**config.mk**
```make
export PLATFORM = sky130hd
export DESIGN_NAME = mii_pkt_gen_sm
export DESIGN_NICKNAME = d
export VERILOG_FILES = /design/src/rtl/mii_pkg.sv /design/src/rtl/mii_term_encoder.sv /design/src/rtl/mii_pkt_gen_sm.sv
export SDC_FILE = /design/constraint.sdc
export NUM_CORES = 1
export LEC_CHECK = 0
export ABC_AREA = 1
export BUFFER_PORTS_ARGS = -buffer_cell sky130_fd_sc_hd__buf_2
export CORE_MARGIN = 2
export CORE_UTILIZATION = 30
export CTS_CLUSTER_DIAMETER = 50
export DETAILED_ROUTE_END_ITERATION = 10
export PLACE_DENSITY = 0.47
export SLEW_MARGIN = 5
export SYNTH_ARGS = -nofsm -noshare
export SYNTH_HDL_FRONTEND = slang
export SYNTH_SLANG_ARGS = --single-unit
export TNS_END_PERCENT = 50
```
**constraint.sdc**
```tcl
create_clock -name clk -period 6.8 [get_ports clk]
set_clock_uncertainty 0.2 [all_clocks]
set_input_delay 0.68 -clock clk [delete_from_list [all_inputs] [get_ports clk]]
set_output_delay 0.68 -clock clk [all_outputs]
set_load 0.03 [all_outputs]
```
**src/rtl/mii_pkg.sv**
```systemverilog
// Shared XGMII character constants and the packet state encoding used by
// both the generator and the checker.
package mii_pkg;

  localparam logic [7:0]  IDLE_CH    = 8'h07;
  localparam logic [7:0]  START_CH   = 8'hFB;
  localparam logic [7:0]  TERM_CH    = 8'hFD;
  localparam logic [7:0]  PREAMBLE   = 8'h55;

  localparam logic [63:0] IDLE_WORD  = {8{IDLE_CH}};
  localparam logic [7:0]  IDLE_CTRL  = 8'hFF;
  localparam logic [63:0] START_WORD = {{7{PREAMBLE}}, START_CH};
  localparam logic [7:0]  START_CTRL = 8'h01;

  typedef enum logic [1:0] {
    ST_IDLE  = 2'd0,
    ST_START = 2'd1,
    ST_DATA  = 2'd2,
    ST_TERM  = 2'd3
  } mii_state_e;

endpackage

```
**src/rtl/mii_term_encoder.sv**
```systemverilog
// Builds the terminate word: r leftover payload bytes, then FD, then idles.
module mii_term_encoder
  import mii_pkg::*;
(
  input  logic [2:0]      r_i,
  input  logic [7:0][7:0] bytes_i,
  output logic [63:0]     data_o,
  output logic [7:0]      ctrl_o
);

  always_comb begin
    data_o = IDLE_WORD;
    for (int k = 0; k < 8; k++) begin
      if (3'(k) < r_i)       data_o[k*8 +: 8] = bytes_i[k];
      else if (3'(k) == r_i) data_o[k*8 +: 8] = TERM_CH;
    end
    ctrl_o = IDLE_CTRL << r_i;
  end

endmodule

```
**src/rtl/mii_pkt_gen_sm.sv**
```systemverilog
// Packet-by-packet XGMII source: idles with enforced IPG, START/preamble,
// payload DATA words, then a TERM word carrying the leftover bytes.
module mii_pkt_gen_sm
  import mii_pkg::*;
#(
  parameter int IPG_MIN = 10,
  parameter int LEN_W   = 16
) (
  input  logic             clk,
  input  logic             rst,
  input  logic             start,
  input  logic [LEN_W-1:0] payload_len,
  input  logic [7:0]       pattern,
  input  logic             incr,
  output logic             ready,
  output logic             busy,
  output logic             done,
  output logic [15:0]      pkt_count,
  output logic [63:0]      data_out,
  output logic [7:0]       ctrl_out
);

  localparam int IPG_W = (IPG_MIN < 1) ? 1 : $clog2(IPG_MIN + 1);

  mii_state_e       state_q, state_d;
  logic [LEN_W-4:0] rem_q, rem_d;
  logic [2:0]       r_q, r_d;
  logic [7:0]       byte_q, byte_d;
  logic             incr_q, incr_d;
  logic [IPG_W-1:0] ipg_q, ipg_d;
  logic [15:0]      cnt_q, cnt_d;
  logic [63:0]      data_q, data_d;
  logic [7:0]       ctrl_q, ctrl_d;

  logic [7:0][7:0]  lane_b;
  logic [63:0]      term_data;
  logic [7:0]       term_ctrl;
  logic             ready_w;

  // lane_b holds the next eight payload bytes starting at byte_q
  for (genvar k = 0; k < 8; k++) begin : g_lane
    assign lane_b[k] = incr_q ? byte_q + 8'(k) : byte_q;
  end

  mii_term_encoder u_term (
    .r_i     (r_q),
    .bytes_i (lane_b),
    .data_o  (term_data),
    .ctrl_o  (term_ctrl)
  );

  assign ready_w = (state_q == ST_IDLE) && (ipg_q >= IPG_W'(IPG_MIN));

  always_ff @(posedge clk) begin
    if (rst) begin
      state_q <= ST_IDLE;
      rem_q   <= '0;
      r_q     <= '0;
      byte_q  <= '0;
      incr_q  <= 1'b0;
      ipg_q   <= '0;
      cnt_q   <= '0;
      data_q  <= IDLE_WORD;
      ctrl_q  <= IDLE_CTRL;
    end else begin
      state_q <= state_d;
      rem_q   <= rem_d;
      r_q     <= r_d;
      byte_q  <= byte_d;
      incr_q  <= incr_d;
      ipg_q   <= ipg_d;
      cnt_q   <= cnt_d;
      data_q  <= data_d;
      ctrl_q  <= ctrl_d;
    end
  end

  // state_q names the word currently on data_out; rem_q counts DATA words still owed
  always_comb begin
    state_d = state_q;
    case (state_q)
      ST_IDLE:  if (start && ready_w) state_d = ST_START;
      ST_START: state_d = (rem_q != '0) ? ST_DATA : ST_TERM;
      ST_DATA:  state_d = (rem_q != '0) ? ST_DATA : ST_TERM;
      ST_TERM:  state_d = ST_IDLE;
      default:  state_d = ST_IDLE;
    endcase
  end

  always_comb begin
    data_d = IDLE_WORD;
    ctrl_d = IDLE_CTRL;
    rem_d  = rem_q;
    r_d    = r_q;
    byte_d = byte_q;
    incr_d = incr_q;
    cnt_d  = cnt_q;
    ipg_d  = '0;
    case (state_d)
      ST_IDLE: ipg_d = (ipg_q == IPG_W'(IPG_MIN)) ? ipg_q : ipg_q + 1'b1;
      ST_START: begin
        data_d = START_WORD;
        ctrl_d = START_CTRL;
        rem_d  = payload_len[LEN_W-1:3];
        r_d    = payload_len[2:0];
        byte_d = pattern;
        incr_d = incr;
      end
      ST_DATA: begin
        data_d = lane_b;
        ctrl_d = 8'h00;
        rem_d  = rem_q - 1'b1;
        byte_d = incr_q ? byte_q + 8'd8 : byte_q;
      end
      ST_TERM: begin
        data_d = term_data;
        ctrl_d = term_ctrl;
        cnt_d  = cnt_q + 16'd1;
      end
      default: ;
    endcase
  end

  assign ready     = ready_w;
  assign busy      = (state_q != ST_IDLE);
  assign done      = (state_q == ST_TERM);
  assign pkt_count = cnt_q;
  assign data_out  = data_q;
  assign ctrl_out  = ctrl_q;

endmodule

```
# Word level (Yosys, flattened, before mapping)
# Index checks and enable logic that the tools add are counted.
totals:
  regBits: 119
  inputBits: 28
classes:
  addsub: 11
  n_lt_le_gt_ge: 9
  eq_ne: 15
  n_shift: 1
  n_mux: 31
  bitwise_logic: 1
  n_reduce_logical: 11
ops:
  columns: ["op", "n"]
  rows:
  - ["$mux 8", 24]
  - ["$pmux 64 s3", 1]
  - ["$add 8x3->8 const B", 4]
  - ["$pmux 13 s2", 1]
  - ["$pmux 8 s3", 1]
  - ["$add 16x1->16 const B", 1]
  - ["$add 8x2->8 const B", 2]
  - ["$pmux 8 s2", 1]
  - ["$reduce_bool 13->1", 1]
  - ["$sub 13x1->13 const B", 1]
  - ["$eq 3x3->1 const A", 4]
  - ["$lt 3x3->1 const A", 4]
  - ["$add 8x1->8 const B", 1]
  - ["$add 8x4->8 const B", 1]
  - ["$eq 2x2->1 const B", 4]
  - ["$shl 8x3->8 const A", 1]
  - ["$eq 2x3->1 const A", 2]
  - ["$lt 1x3->1 const A", 2]
  - ["$lt 2x3->1 const A", 2]
  - ["$pmux 2 s3", 1]
  - ["$add 4x1->4 const B", 1]
  - ["$eq 2x1->1 const B", 2]
  - ["$eq 4x4->1 const B", 1]
  - ["$ge 4x4->1 const B", 1]
  - ["11 further kinds", 15]

# Longest topological paths before layout
# Gate-level depths: netlist of the first run.
logic_depth:
  word_depth: 8
  ltp_mapped: 19
  ltp_nobuf: 18

# Cells and area by module
# From an unflattened synthesis of the first run, not the netlist that was laid out.
unflattened:
  hier_cells: 967
  area_unflattened_um2: 6577.6
by_module_without_submodules:
  columns: ["mod", "instances", "cells_each", "area_per_inst_um2", "seq_area_each_um2"]
  rows:
  - ["mii_pkt_gen_sm", 1, 827, 5953.2, 2382.3]
  - ["mii_term_encoder", 1, 140, 624.3, 0.0]

# Least setup slack after synthesis of the first run
# No wires, ideal clock.
synth_path:
  path_type: "register to register"
  from: "reg state_q[0]"
  to: "reg data_q[12], in the netlist data_out[12]"
  arrival_time_ps: 2123
  required_time_ps: 6467
  setup_slack_ps: 4344
  stages_incl_launch_ff: 16
  synth_period_minus_slack_ps: 2456
  cell_sequence: "dfxtp_1 -> inv_1 -> ha_1 -> nand2_1 -> nor3_1 -> nand3_1 -> nand2_1 -> inv_1 -> ha_1 -> buf_2 -> inv_1 -> nand2_2 -> nor2_4 -> nor2_1 -> a21boi_0 -> o21ai_0"
synth_via:
  elab_chain_cells: 7
  word_cells_on_any_way: 13
  classes_between: "eq/ne (6); mux (3); reduce/logical (4)"
synth_lines:
  columns: ["element", "line", "source"]
  rows:
  - ["start: declaration", "mii_pkt_gen_sm.sv:25", "mii_state_e state_q, state_d;"]
  - ["start signal: assignment", "mii_pkt_gen_sm.sv:66", "state_q <= state_d;"]
  - ["$logic_not 2->1", "mii_pkt_gen_sm.sv:52, mii_pkt_gen_sm.sv:81", null]
  - ["$logic_and 1x1->1", "mii_pkt_gen_sm.sv:52", "assign ready_w = (state_q == ST_IDLE) && (ipg_q >= IPG_W'(IPG_MIN));"]
  - ["$logic_and 1x1->1", "mii_pkt_gen_sm.sv:82", "ST_IDLE: if (start && ready_w) state_d = ST_START;"]
  - ["$mux 2", "mii_pkt_gen_sm.sv:82", null]
  - ["$pmux 2 s3 (*)", "mii_pkt_gen_sm.sv:81", "case (state_q)"]
  - ["net state_d[1]", "mii_pkt_gen_sm.sv:25", null]
  - ["$eq 2x2->1 or $eq 2x1->1 (tied branches)", "mii_pkt_gen_sm.sv:99", "case (state_d)"]
  - ["$pmux 64 s3 (*)", "mii_pkt_gen_sm.sv:99", null]
  - ["end signal: assignment", "mii_pkt_gen_sm.sv:73", "data_q <= data_d;"]
  - ["end: declaration", "mii_pkt_gen_sm.sv:32", "logic [63:0] data_q, data_d;"]
# Mark *: on every way through the listed nets, which the timed path passes. The rest lies on a longest branch.
# A chain may end at the register's enable or synchronous reset.

# Worst setup path in the final report of the first run
layout_path:
  from: "reg state_q[0]"
  to: "reg data_q[20], in the netlist data_out[20]"
# The elaborated chain is that of the path after synthesis.

==> metrics.txt, run 1 <==
# TYPE chip_impl_metric gauge
chip_impl_metric{name="via_cell_ratio",unit=""} 4.69
chip_impl_metric{name="power.share.clock",unit="%"} 53.4
chip_impl_metric{name="p_sw",unit="mW"} 0.345
chip_impl_metric{name="fin_tns_setup",unit="ns"} 0
chip_impl_metric{name="yosys_warnings",unit=""} 0
chip_impl_metric{name="hold_violations",unit=""} 0
chip_impl_metric{name="postCtsSetupRepairBufs",unit=""} 0
chip_impl_metric{name="synth_enable_flop_cells",unit=""} 0
chip_impl_metric{name="max-vdd-ir-drop",unit="uV"} 183
chip_impl_metric{name="die_w",unit="um"} 142
chip_impl_metric{name="crit_path_max_fanout",unit=""} 17
chip_impl_metric{name="initial_util",unit="%"} 30.6
chip_impl_metric{name="fraction_of_the_yosys_area_taken_by_sequential_cells",unit="%"} 41.8
chip_impl_metric{name="wire_per_inst",unit="um"} 15.3
chip_impl_metric{name="firstDrtPassIters",unit=""} 4
chip_impl_metric{name="pwr-share-comb",unit="%"} 2.5
chip_impl_metric{name="postLayoutCoreUtil",unit="%"} 37.8
chip_impl_metric{name="max_clock_freq",unit="GHz"} 0.322
chip_impl_info{name="worst_setup_path_end_kind",value="register"} 1
chip_impl_metric{name="detailedPlacementHpwl",unit="um"} 13300
chip_impl_metric{name="cts.path.max_buffers",unit=""} 2
chip_impl_info{name="critical_path_class",value="reg2reg"} 1
chip_impl_metric{name="max-cap-violations",unit=""} 0
chip_impl_metric{name="power.density_cell_area",unit="mW/mm^2"} 227
chip_impl_metric{name="syn-cell-area",unit="sq mm"} 0.00570
chip_impl_metric{name="global_route.overflow_total",unit=""} 0
chip_impl_metric{name="design.portCount",unit=""} 119
chip_impl_metric{name="power_switching_share",unit="%"} 21.6
chip_impl_metric{name="postSynth.asyncResetShare",unit="%"} 0
chip_impl_metric{name="rows",unit=""} 50
chip_impl_metric{name="numCtsBuffers",unit=""} 17
chip_impl_metric{name="route.vias.total",unit=""} 5443
chip_impl_info{name="run_status",value="complete, no violations"} 1
chip_impl_metric{name="worstPathRequired",unit="ns"} 6.88
chip_impl_info{name="synth_top_flop_cell",value="sky130_fd_sc_hd__dfxtp_1"} 1
chip_impl_metric{name="cp.arrival",unit="ns"} 3.19
chip_impl_metric{name="ctsResizeCount",unit=""} 0
chip_impl_metric{name="finalNetCount",unit=""} 963
chip_impl_metric{name="setup_viol",unit=""} 0
chip_impl_metric{name="total_power",unit="mW"} 1.60
chip_impl_metric{name="fin_cells",unit=""} 1161
chip_impl_info{name="hold_class",value="reg2reg"} 1
chip_impl_metric{name="cts.reportedPaths.clkPinSlew",unit="ns"} 0.06
chip_impl_metric{name="grt_util_all_layers",unit="%"} 18.1
chip_impl_metric{name="post_synth_inst_count",unit=""} 796
chip_impl_metric{name="grt_start_max_net_pins",unit=""} 43
chip_impl_metric{name="placed_cell_area",unit="sq mm"} 0.00648
chip_impl_metric{name="final_design_area_no_fill",unit="sq mm"} 0.00704
chip_impl_metric{name="placement.setup.worst_slack",unit="ns"} 3.71
chip_impl_metric{name="gpl.final_weighted_congestion",unit=""} 0.861
chip_impl_metric{name="cts_htree_levels",unit=""} 4
chip_impl_metric{name="grt_pass1_wl",unit="um"} 28200
chip_impl_metric{name="antenna_left",unit=""} 0
chip_impl_info{name="cts_tree",value="done"} 1
chip_impl_metric{name="synthesis.area_per_instance",unit="sq um"} 7.16
chip_impl_metric{name="totalWireLength",unit="um"} 17700
chip_impl_metric{name="pwr-share-seq",unit="%"} 44.1
chip_impl_metric{name="dieHeight",unit="um"} 142
chip_impl_metric{name="cellLeakagePower",unit="nW"} 3.18
chip_impl_metric{name="post_route_cells_drive_above_1_share",unit="%"} 18.9
chip_impl_metric{name="numPlacedInstances",unit=""} 1127
chip_impl_metric{name="drtIter0Drc",unit=""} 270
chip_impl_info{name="cpMostUsedCell",value="sky130_fd_sc_hd__nand2_1"} 1
chip_impl_metric{name="tritoncts_num_sinks",unit=""} 119
chip_impl_metric{name="cp.buffers_inverters",unit=""} 4
chip_impl_metric{name="drc_errors",unit=""} 0
chip_impl_metric{name="hold-worst-slack",unit="ns"} 0.257
chip_impl_metric{name="vias_in_the_first_global_route",unit=""} 5256
chip_impl_metric{name="initial_antenna_violation_count",unit=""} 6
chip_impl_metric{name="post_synth_num_cell_types",unit=""} 39
chip_impl_metric{name="io_buffers",unit=""} 118
chip_impl_metric{name="clkLatencyLatePin",unit="ns"} 0.42
chip_impl_metric{name="internal_power",unit="mW"} 1.26
chip_impl_metric{name="timing.slew.headroom",unit="%"} 32.1
chip_impl_info{name="critPathLaunchType",value="register"} 1
chip_impl_metric{name="min_period_over_period",unit="%"} 45.7
chip_impl_metric{name="fin_crit",unit="ns"} 3.11
chip_impl_info{name="clockRootBuffer",value="sky130_fd_sc_hd__clkbuf_16"} 1
chip_impl_metric{name="timing.critical_path.slowest_cell_delay",unit="ns"} 0.48
chip_impl_metric{name="report.final.slew_viol_count",unit=""} 0
chip_impl_metric{name="design.core.area",unit="sq mm"} 0.0186
chip_impl_metric{name="fin_ws",unit="ns"} 3.69
chip_impl_metric{name="timing.reg2reg.setup_slack",unit="ns"} 3.69
chip_impl_metric{name="synth_fp_nets",unit=""} 847
chip_impl_info{name="setup_repair_after_global_routing_missed_its_margin",value="false"} 1
chip_impl_info{name="crit_chain",value="inv_1 > ha_1 > nand2_1 > nor3_1 > nand3_1 > nand2_1 > inv_1 > ha_1 > inv_1 > nand2_2 > nor2_1 > inv_1 > nand3_1 > nand2_1 > nand2_1 > nand2_1"} 1
chip_impl_info{name="cpLargestDelayFamily",value="simple AND/OR/NAND/NOR gates"} 1
chip_impl_info{name="critPathSlowestCell",value="sky130_fd_sc_hd__inv_1"} 1
chip_impl_metric{name="synth_seq_cells",unit=""} 119
chip_impl_metric{name="dieArea",unit="sq mm"} 0.0201
chip_impl_metric{name="hold_buffers",unit=""} 0
chip_impl_metric{name="area_growth",unit="%"} 23.6
chip_impl_metric{name="max_slew.worst_pin.slew",unit="ns"} 1.02
-- power by group through the flow --
stage | Combinational, mW | Sequential [mW] | Clock [mW]
3_5_place_dp | 0.0407 | 0.720 | 0
5_1_grt | 0.0457 | 0.706 | 0.907
3_3_place_gp | 0.0406 | 0.721 | 0
2_1_floorplan | 0.0219 | 0.721 | 0
6_report | 0.0402 | 0.706 | 0.856
4_1_cts | 0.0408 | 0.706 | 0.869
-- sequential cells by signal, summed over array words and instances (netlist names) --
register,count
state_q,2
rem_q,13
byte_q,8
data_out,64
r_q,3
ipg_q,4
pkt_count,16
incr_q,1
ctrl_out,8
-- cells by family after synthesis --
logic type | count (synthesis) | share of synthesized area [%]
AOI/OAI and AO/OA | 163 | 15.5
adders and majority gates | 23 | 5.05
xor gates and xnor gates | 18 | 2.77
DFF | 119 | 41.8
and+or+nand+nor | 359 | 26.8
buffers and inverters | 114 | 8.10
-- final timing paths --
| check | start | end | depth (start not counted) |
|---|---|---|---|
| max | state_q[0] | data_out[20] | 16 |
| min | rem_q[8] | rem_q[8] | 2 |
| max reg2reg | state_q[0] | data_out[20] | 16 |
| min reg2reg | rem_q[8] | rem_q[8] | 2 |
-- layout make-up --
type	count	area, sq um
clock inverters	11	108
flip-flops and latches	119	2380
inverters	90	338
well taps	234	293
diodes	3	7.51
clock buffers	20	447
repair buffers	121	613
fillers	2024	11600
multi-input cells	563	2850
-- tightest hold or removal path, delay by kind of cell (launching register included) --
kind / cells / cell delay, ns
DFF: 1 / 0.31
and+or+nand+nor: 2 / 0.11
-- cells in the mapped netlist (3+ instances only) --
cell                       number  share of area [%]
sky130_fd_sc_hd__nand2_1      201                 13
sky130_fd_sc_hd__dfxtp_1      119                 42
sky130_fd_sc_hd__inv_1         80                5.3
sky130_fd_sc_hd__nor2_1        73                4.8
sky130_fd_sc_hd__o21ai_0       69                6.1
sky130_fd_sc_hd__a21oi_1       64                5.6
sky130_fd_sc_hd__nand3_1       51                4.5
sky130_fd_sc_hd__ha_1          23                5.1
sky130_fd_sc_hd__xor2_1        15                2.3
sky130_fd_sc_hd__buf_2         12                1.1
sky130_fd_sc_hd__clkbuf_1       7               0.46
sky130_fd_sc_hd__nor2_2         7               0.77
sky130_fd_sc_hd__o211ai_1       7               0.92
sky130_fd_sc_hd__nand4_1        6               0.66
sky130_fd_sc_hd__buf_4          5               0.66
sky130_fd_sc_hd__clkinv_1       5               0.33
sky130_fd_sc_hd__inv_2          5               0.33
sky130_fd_sc_hd__nor3_1         5               0.44
sky130_fd_sc_hd__o21a_1         5               0.66
sky130_fd_sc_hd__nand2_2        4               0.44
sky130_fd_sc_hd__a31oi_1        3               0.33
sky130_fd_sc_hd__nor2_4         3               0.59
sky130_fd_sc_hd__o21ai_1        3               0.26
sky130_fd_sc_hd__o22ai_1        3               0.33
sky130_fd_sc_hd__xnor2_1        3               0.46
-- placed cells by master (no fill, tap or decap), types with 8 or more instances in the layout --
cell                          n
sky130_fd_sc_hd__nand2_1    201
sky130_fd_sc_hd__dfxtp_1    119
sky130_fd_sc_hd__buf_2      118
sky130_fd_sc_hd__inv_1       80
sky130_fd_sc_hd__nor2_1      73
sky130_fd_sc_hd__o21ai_0     69
sky130_fd_sc_hd__a21oi_1     64
sky130_fd_sc_hd__nand3_1     51
sky130_fd_sc_hd__ha_1        23
sky130_fd_sc_hd__clkbuf_16   17
sky130_fd_sc_hd__xor2_1      15
sky130_fd_sc_hd__clkinv_2     8
-- layer usage --
layer	track usage, %	vias to the layer above	wire [um]
met5	0	-	45
met4	7.37	6	388
met3	5.50	34	1040
met2	27.0	142	7600
met1	24.5	2443	8680
li1	-	2818	-
Power figures use the tool's default switching activity.
==> inputs of run 2 (changes only) <==
Clock period 6.8 ns to 3.2 ns, I/O delays scaled along.
==> metrics.txt, run 2 (same netlist as run 1, synthesis figures left out) <==
# TYPE chip_impl_metric gauge
chip_impl_metric{name="final_design_area_no_fill",unit="sq mm"} 0.00726
chip_impl_metric{name="route.vias.total",unit=""} 5579
chip_impl_metric{name="power.density_cell_area",unit="mW/mm^2"} 473
chip_impl_metric{name="worstPathRequired",unit="ns"} 3.27
chip_impl_info{name="most_frequent_cells_in_the_layout",value="201 x sky130_fd_sc_hd__nand2_1, 119 x sky130_fd_sc_hd__dfxtp_1, 118 x sky130_fd_sc_hd__buf_2"} 1
chip_impl_metric{name="via_cell_ratio",unit=""} 4.72
chip_impl_metric{name="area_growth",unit="%"} 27.5
chip_impl_metric{name="antenna_left",unit=""} 0
chip_impl_metric{name="grt_start_max_net_pins",unit=""} 38
chip_impl_metric{name="hold_depth",unit=""} 3
chip_impl_metric{name="nFillCells",unit=""} 2039
chip_impl_metric{name="cts.path.max_buffers",unit=""} 2
chip_impl_metric{name="rr_worst_depth",unit=""} 12
chip_impl_info{name="setup_repair_after_global_routing_missed_its_margin",value="false"} 1
chip_impl_info{name="timing.rr.start",value="state_q[0]"} 1
chip_impl_metric{name="post_route_cells_drive_above_1_share",unit="%"} 19.7
chip_impl_metric{name="initial_util",unit="%"} 30.6
chip_impl_metric{name="grt_pass1_wl",unit="um"} 27900
chip_impl_metric{name="gpl.final_weighted_congestion",unit=""} 0.882
chip_impl_metric{name="setup_viol",unit=""} 0
chip_impl_metric{name="report.final.slew_viol_count",unit=""} 0
chip_impl_metric{name="design.portCount",unit=""} 119
chip_impl_info{name="run_status",value="complete, no violations"} 1
chip_impl_metric{name="wire_per_inst",unit="um"} 15.0
chip_impl_metric{name="timing.slew.headroom",unit="%"} 38.3
chip_impl_metric{name="tritoncts_num_sinks",unit=""} 119
chip_impl_metric{name="cp.buffers_inverters",unit=""} 3
chip_impl_info{name="hold_class",value="in2reg"} 1
chip_impl_metric{name="drtIter0Drc",unit=""} 334
chip_impl_metric{name="firstDrtPassIters",unit=""} 5
chip_impl_info{name="critical_path_class",value="reg2reg"} 1
chip_impl_metric{name="design.core.area",unit="sq mm"} 0.0186
chip_impl_metric{name="dieArea",unit="sq mm"} 0.0201
chip_impl_metric{name="dieHeight",unit="um"} 142
chip_impl_metric{name="vias_in_the_first_global_route",unit=""} 5234
chip_impl_metric{name="hold_violations",unit=""} 0
chip_impl_metric{name="cellLeakagePower",unit="nW"} 3.28
chip_impl_info{name="critPathLaunchType",value="register"} 1
chip_impl_info{name="hold_end",value="r_q[0]"} 1
chip_impl_metric{name="timing.reg2reg.setup_slack",unit="ns"} 0.27
chip_impl_metric{name="global_route.overflow_total",unit=""} 0
chip_impl_metric{name="rows",unit=""} 50
chip_impl_metric{name="io_buffers",unit=""} 118
chip_impl_metric{name="max_clock_freq",unit="GHz"} 0.342
chip_impl_info{name="clockRootBuffer",value="sky130_fd_sc_hd__clkbuf_16"} 1
chip_impl_info{name="worst_setup_path_end_kind",value="register"} 1
chip_impl_info{name="layout.cells.most_common",value="sky130_fd_sc_hd__nand2_1"} 1
chip_impl_metric{name="placed_cell_area",unit="sq mm"} 0.00657
chip_impl_metric{name="timing.critical_path.slowest_cell_delay",unit="ns"} 0.43
chip_impl_metric{name="max_reg_flops",unit=""} 64
chip_impl_metric{name="die_w",unit="um"} 142
chip_impl_metric{name="max_slew.worst_pin.slew",unit="ns"} 0.923
chip_impl_metric{name="min_period_over_period",unit="%"} 91.5
chip_impl_metric{name="initial_antenna_violation_count",unit=""} 1
chip_impl_metric{name="total_power",unit="mW"} 3.43
chip_impl_metric{name="postCtsSetupRepairBufs",unit=""} 0
chip_impl_metric{name="max-vdd-ir-drop",unit="uV"} 360
chip_impl_metric{name="finalNetCount",unit=""} 986
chip_impl_info{name="cts_tree",value="done"} 1
chip_impl_info{name="min_from",value="payload_len[0]"} 1
chip_impl_metric{name="cp.arrival",unit="ns"} 3.00
chip_impl_metric{name="cts_htree_levels",unit=""} 4
chip_impl_metric{name="totalWireLength",unit="um"} 17800
chip_impl_metric{name="drc_errors",unit=""} 0
chip_impl_info{name="critPathSlowestCell",value="sky130_fd_sc_hd__a21oi_1"} 1
chip_impl_info{name="r2r-end",value="data_out[18]"} 1
chip_impl_metric{name="fin_tns_setup",unit="ns"} 0
chip_impl_metric{name="fin_crit",unit="ns"} 2.93
chip_impl_metric{name="grt_util_all_layers",unit="%"} 17.9
chip_impl_metric{name="max-cap-violations",unit=""} 0
chip_impl_metric{name="clkLatencyLatePin",unit="ns"} 0.42
chip_impl_info{name="crit_chain",value="inv_1 > ha_1 > nand2_1 > nor3_1 > nand3_1 > nand2_1 > inv_1 > ha_1 > nor2_4 > inv_2 > a21oi_1 > nand3_1"} 1
chip_impl_metric{name="cts.reportedPaths.clkPinSlew",unit="ns"} 0.05
chip_impl_metric{name="numCtsBuffers",unit=""} 17
chip_impl_info{name="cpLargestDelayFamily",value="simple AND/OR/NAND/NOR gates"} 1
chip_impl_metric{name="insertedDiodeCount",unit=""} 0
chip_impl_metric{name="crit_path_max_fanout",unit=""} 21
chip_impl_metric{name="detailedPlacementHpwl",unit="um"} 13300
## run 2: metrics by stage
stage,setup WS [ns],cells,util (%),hold slack (ns)
2_1_floorplan,0.744,796,-,0.226
3_3_place_gp,0.285,1137,35.2,0.242
3_5_place_dp,0.279,1137,35.2,0.241
4_1_cts,0.270,1182,38.9,0.0164
5_1_grt,0.0151,1182,38.9,0.0351
6_report,0.272,1182,38.9,0.0153
## run 2: per-layer routing
layer / global-route usage (%) / wire length [um] / share of wire [%]
met3: 4.93 / 1170 / 6.6
met5: 0 / 13 / 0.073
met1: 24.8 / 8690 / 49
met2: 27.1 / 7570 / 43
met4: 5.95 / 319 / 1.8
## run 2: tightest hold or removal path: stages
cell                      delay (ns)
sky130_fd_sc_hd__buf_2          0.09
sky130_fd_sc_hd__o21ai_0        0.08
sky130_fd_sc_hd__a21oi_1        0.10
## run 2: worst max path at each step
stage / slack, ns / end / startpoint / depth (start not counted)
2_1_floorplan: 0.74 / data_out[12] / state_q[0] / 15
3_3_place_gp: 0.28 / data_out[18] / state_q[0] / 12
3_5_place_dp: 0.28 / data_out[18] / state_q[0] / 12
4_1_cts: 0.27 / data_out[18] / state_q[0] / 12
5_1_grt: 0.02 / data_out[18] / state_q[0] / 12
6_report: 0.27 / data_out[18] / state_q[0] / 12
## run 2: what timing repair did
item                                   in CTS  in global routing
endpoints found under the hold margin      13                  0
hold buffers                               13                  0
resized for setup                           0                  0
## run 2: final cells by class
class / instances / area (sq um) / share of cell area [%]
clock buffers: 18 / 429 / 5.91
clock inverters: 14 / 135 / 1.86
inverters: 90 / 338 / 4.65
multi-input cells: 563 / 2850 / 39.3
flip-flops and latches: 119 / 2380 / 32.8
well taps: 234 / 293 / 4.03
repair buffers: 144 / 831 / 11.4
## run 2: where the power goes
group	switching [mW]	leakage [nW]	internal [mW]
combinational	0.0576	2.05	0.0441
clock	0.698	0.275	1.13
sequential	0.00795	0.960	1.49
==> inputs of run 3 (changes only) <==
Clock period 3.2 ns to 3 ns, I/O delays scaled along.
==> metrics.txt, run 3 (same netlist as run 1, synthesis figures left out) <==
# TYPE chip_impl_metric gauge
chip_impl_metric{name="initial_antenna_violation_count",unit=""} 0
chip_impl_metric{name="cp.arrival",unit="ns"} 2.72
chip_impl_metric{name="nFillCells",unit=""} 1999
chip_impl_metric{name="setup_viol",unit=""} 0
chip_impl_info{name="critical_path_class",value="reg2reg"} 1
chip_impl_metric{name="max-cap-violations",unit=""} 0
chip_impl_info{name="run_status",value="complete, no violations"} 1
chip_impl_metric{name="route.vias.total",unit=""} 5518
chip_impl_metric{name="wire_per_inst",unit="um"} 14.8
chip_impl_metric{name="max_clock_freq",unit="GHz"} 0.375
chip_impl_metric{name="grt_start_max_net_pins",unit=""} 23
chip_impl_metric{name="min_period_over_period",unit="%"} 88.8
chip_impl_metric{name="initial_util",unit="%"} 30.6
chip_impl_metric{name="tritoncts_num_sinks",unit=""} 119
chip_impl_metric{name="cts_htree_levels",unit=""} 4
chip_impl_metric{name="io_buffers",unit=""} 118
chip_impl_metric{name="dieHeight",unit="um"} 142
chip_impl_metric{name="drc_errors",unit=""} 0
chip_impl_metric{name="worstPathRequired",unit="ns"} 3.06
chip_impl_metric{name="cts.reportedPaths.clkPinSlew",unit="ns"} 0.06
chip_impl_metric{name="dieArea",unit="sq mm"} 0.0201
chip_impl_metric{name="design.core.area",unit="sq mm"} 0.0186
chip_impl_metric{name="timing.slew.headroom",unit="%"} 58.9
chip_impl_metric{name="design.portCount",unit=""} 119
chip_impl_metric{name="vias_in_the_first_global_route",unit=""} 5382
chip_impl_metric{name="crit_path_max_fanout",unit=""} 21
chip_impl_metric{name="power.density_cell_area",unit="mW/mm^2"} 505
chip_impl_info{name="most_frequent_cells_in_the_layout",value="201 x sky130_fd_sc_hd__nand2_1, 119 x sky130_fd_sc_hd__dfxtp_1, 118 x sky130_fd_sc_hd__buf_2"} 1
chip_impl_info{name="clockRootBuffer",value="sky130_fd_sc_hd__clkbuf_16"} 1
chip_impl_metric{name="firstDrtPassIters",unit=""} 5
chip_impl_metric{name="via_cell_ratio",unit=""} 4.62
chip_impl_metric{name="cellLeakagePower",unit="nW"} 3.35
chip_impl_metric{name="cts.path.max_buffers",unit=""} 2
chip_impl_metric{name="area_growth",unit="%"} 29.7
chip_impl_metric{name="numPlacedInstances",unit=""} 1144
chip_impl_info{name="setup_repair_after_global_routing_missed_its_margin",value="false"} 1
chip_impl_metric{name="drtIter0Drc",unit=""} 402
chip_impl_metric{name="postCtsSetupRepairBufs",unit=""} 0
chip_impl_metric{name="fin_crit",unit="ns"} 2.66
chip_impl_metric{name="grt_pass1_wl",unit="um"} 28700
chip_impl_metric{name="grt_util_all_layers",unit="%"} 18.4
chip_impl_metric{name="antenna_left",unit=""} 0
chip_impl_metric{name="post_route_cells_drive_above_1_share",unit="%"} 20.7
chip_impl_info{name="hold_class",value="in2reg"} 1
chip_impl_metric{name="gpl.final_weighted_congestion",unit=""} 0.892
chip_impl_metric{name="global_route.overflow_total",unit=""} 0
chip_impl_metric{name="insertedDiodeCount",unit=""} 0
chip_impl_metric{name="totalWireLength",unit="um"} 17700
chip_impl_metric{name="numCtsBuffers",unit=""} 17
chip_impl_metric{name="finalNetCount",unit=""} 998
chip_impl_metric{name="fin_tns_setup",unit="ns"} 0
chip_impl_info{name="critPathLaunchType",value="register"} 1
chip_impl_metric{name="max_reg_flops",unit=""} 64
chip_impl_metric{name="max_slew.worst_pin.slew",unit="ns"} 0.616
chip_impl_info{name="worst_setup_path_end_kind",value="register"} 1
chip_impl_info{name="layout.cells.most_common",value="sky130_fd_sc_hd__nand2_1"} 1
chip_impl_metric{name="die_w",unit="um"} 142
chip_impl_metric{name="rows",unit=""} 50
chip_impl_metric{name="report.final.slew_viol_count",unit=""} 0
chip_impl_metric{name="detailedPlacementHpwl",unit="um"} 13300
chip_impl_metric{name="max-vdd-ir-drop",unit="uV"} 401
chip_impl_metric{name="clkLatencyLatePin",unit="ns"} 0.42
chip_impl_metric{name="fin_cells",unit=""} 1194
chip_impl_metric{name="hold_violations",unit=""} 0
chip_impl_info{name="cts_tree",value="done"} 1
[run 3: metrics by stage]
| step | hold slack, ns | cell area, sq um | power [mW] | util, % | setup WS [ns] |
|---|---|---|---|---|---|
| 5_1_grt | 0.0359 | 7390 | 3.88 | 39.6 | 0.0221 |
| 3_5_place_dp | 0.241 | 6610 | 1.73 | 35.4 | 0.320 |
| 3_3_place_gp | 0.242 | 6610 | 1.73 | 35.4 | 0.306 |
| 2_1_floorplan | 0.208 | 5700 | 1.68 | - | 0.544 |
| 4_1_cts | 0.00649 | 7380 | 3.79 | 39.6 | 0.306 |
| 6_report | 0.0102 | 7390 | 3.73 | 39.6 | 0.336 |
[run 3: area by class of cell]
class | instances | area (sq um) | area share, %
tap | 234 | 293 | 3.96
clock inverter | 14 | 150 | 2.03
multi-input combinational | 563 | 2870 | 38.8
timing repair buffer | 156 | 921 | 12.5
clock buffer | 18 | 439 | 5.94
inverter | 90 | 340 | 4.60
sequential | 119 | 2380 | 32.2
[run 3: timing repair]
action                                  4_1_cts  5_1_grt
gates resized for setup                       0        7
hold endpoints to repair                     18        0
endpoints found under the setup margin        0       18
hold buffers                                 18        0
[run 3: worst max-delay path, stage by stage (launching register included)]
cell and delay, ns:
sky130_fd_sc_hd__dfxtp_1 0.34, sky130_fd_sc_hd__inv_1 0.07, sky130_fd_sc_hd__ha_1 0.36, sky130_fd_sc_hd__nand2_1 0.06, sky130_fd_sc_hd__nor3_1 0.13, sky130_fd_sc_hd__nand3_1 0.10
sky130_fd_sc_hd__nand2_1 0.12, sky130_fd_sc_hd__inv_1 0.10, sky130_fd_sc_hd__ha_1 0.25, sky130_fd_sc_hd__nor2_4 0.14, sky130_fd_sc_hd__inv_4 0.12, sky130_fd_sc_hd__nor2_1 0.30
sky130_fd_sc_hd__o21ai_0 0.20
[run 3: final timing paths]
| check | startpoint | end | slack [ns] | cells after the start |
|---|---|---|---|---|
| min reg2reg | rem_q[8] | rem_q[8] | 0.25 | 2 |
| max reg2reg | state_q[0] | data_out[9] | 0.34 | 12 |
| min | payload_len[14] | rem_q[11] | 0.01 | 3 |
| max | state_q[0] | data_out[9] | 0.34 | 12 |
[run 3: routing by layer]
layer	routed length, um	share of wire [%]	vias up	GRT usage, %
li1	-	-	2884	-
met1	8550	48	2445	25.6
met2	7670	43	163	27.4
met3	1090	6.2	26	5.23
met4	376	2.1	0	6.32
met5	0	0	-	0
[run 3: where the power goes]
part | total, mW | internal, mW | switching (mW)
Sequential | 1.60 | 1.59 | 0.00785
Clock | 2.02 | 1.25 | 0.771
Combinational | 0.113 | 0.0517 | 0.0615
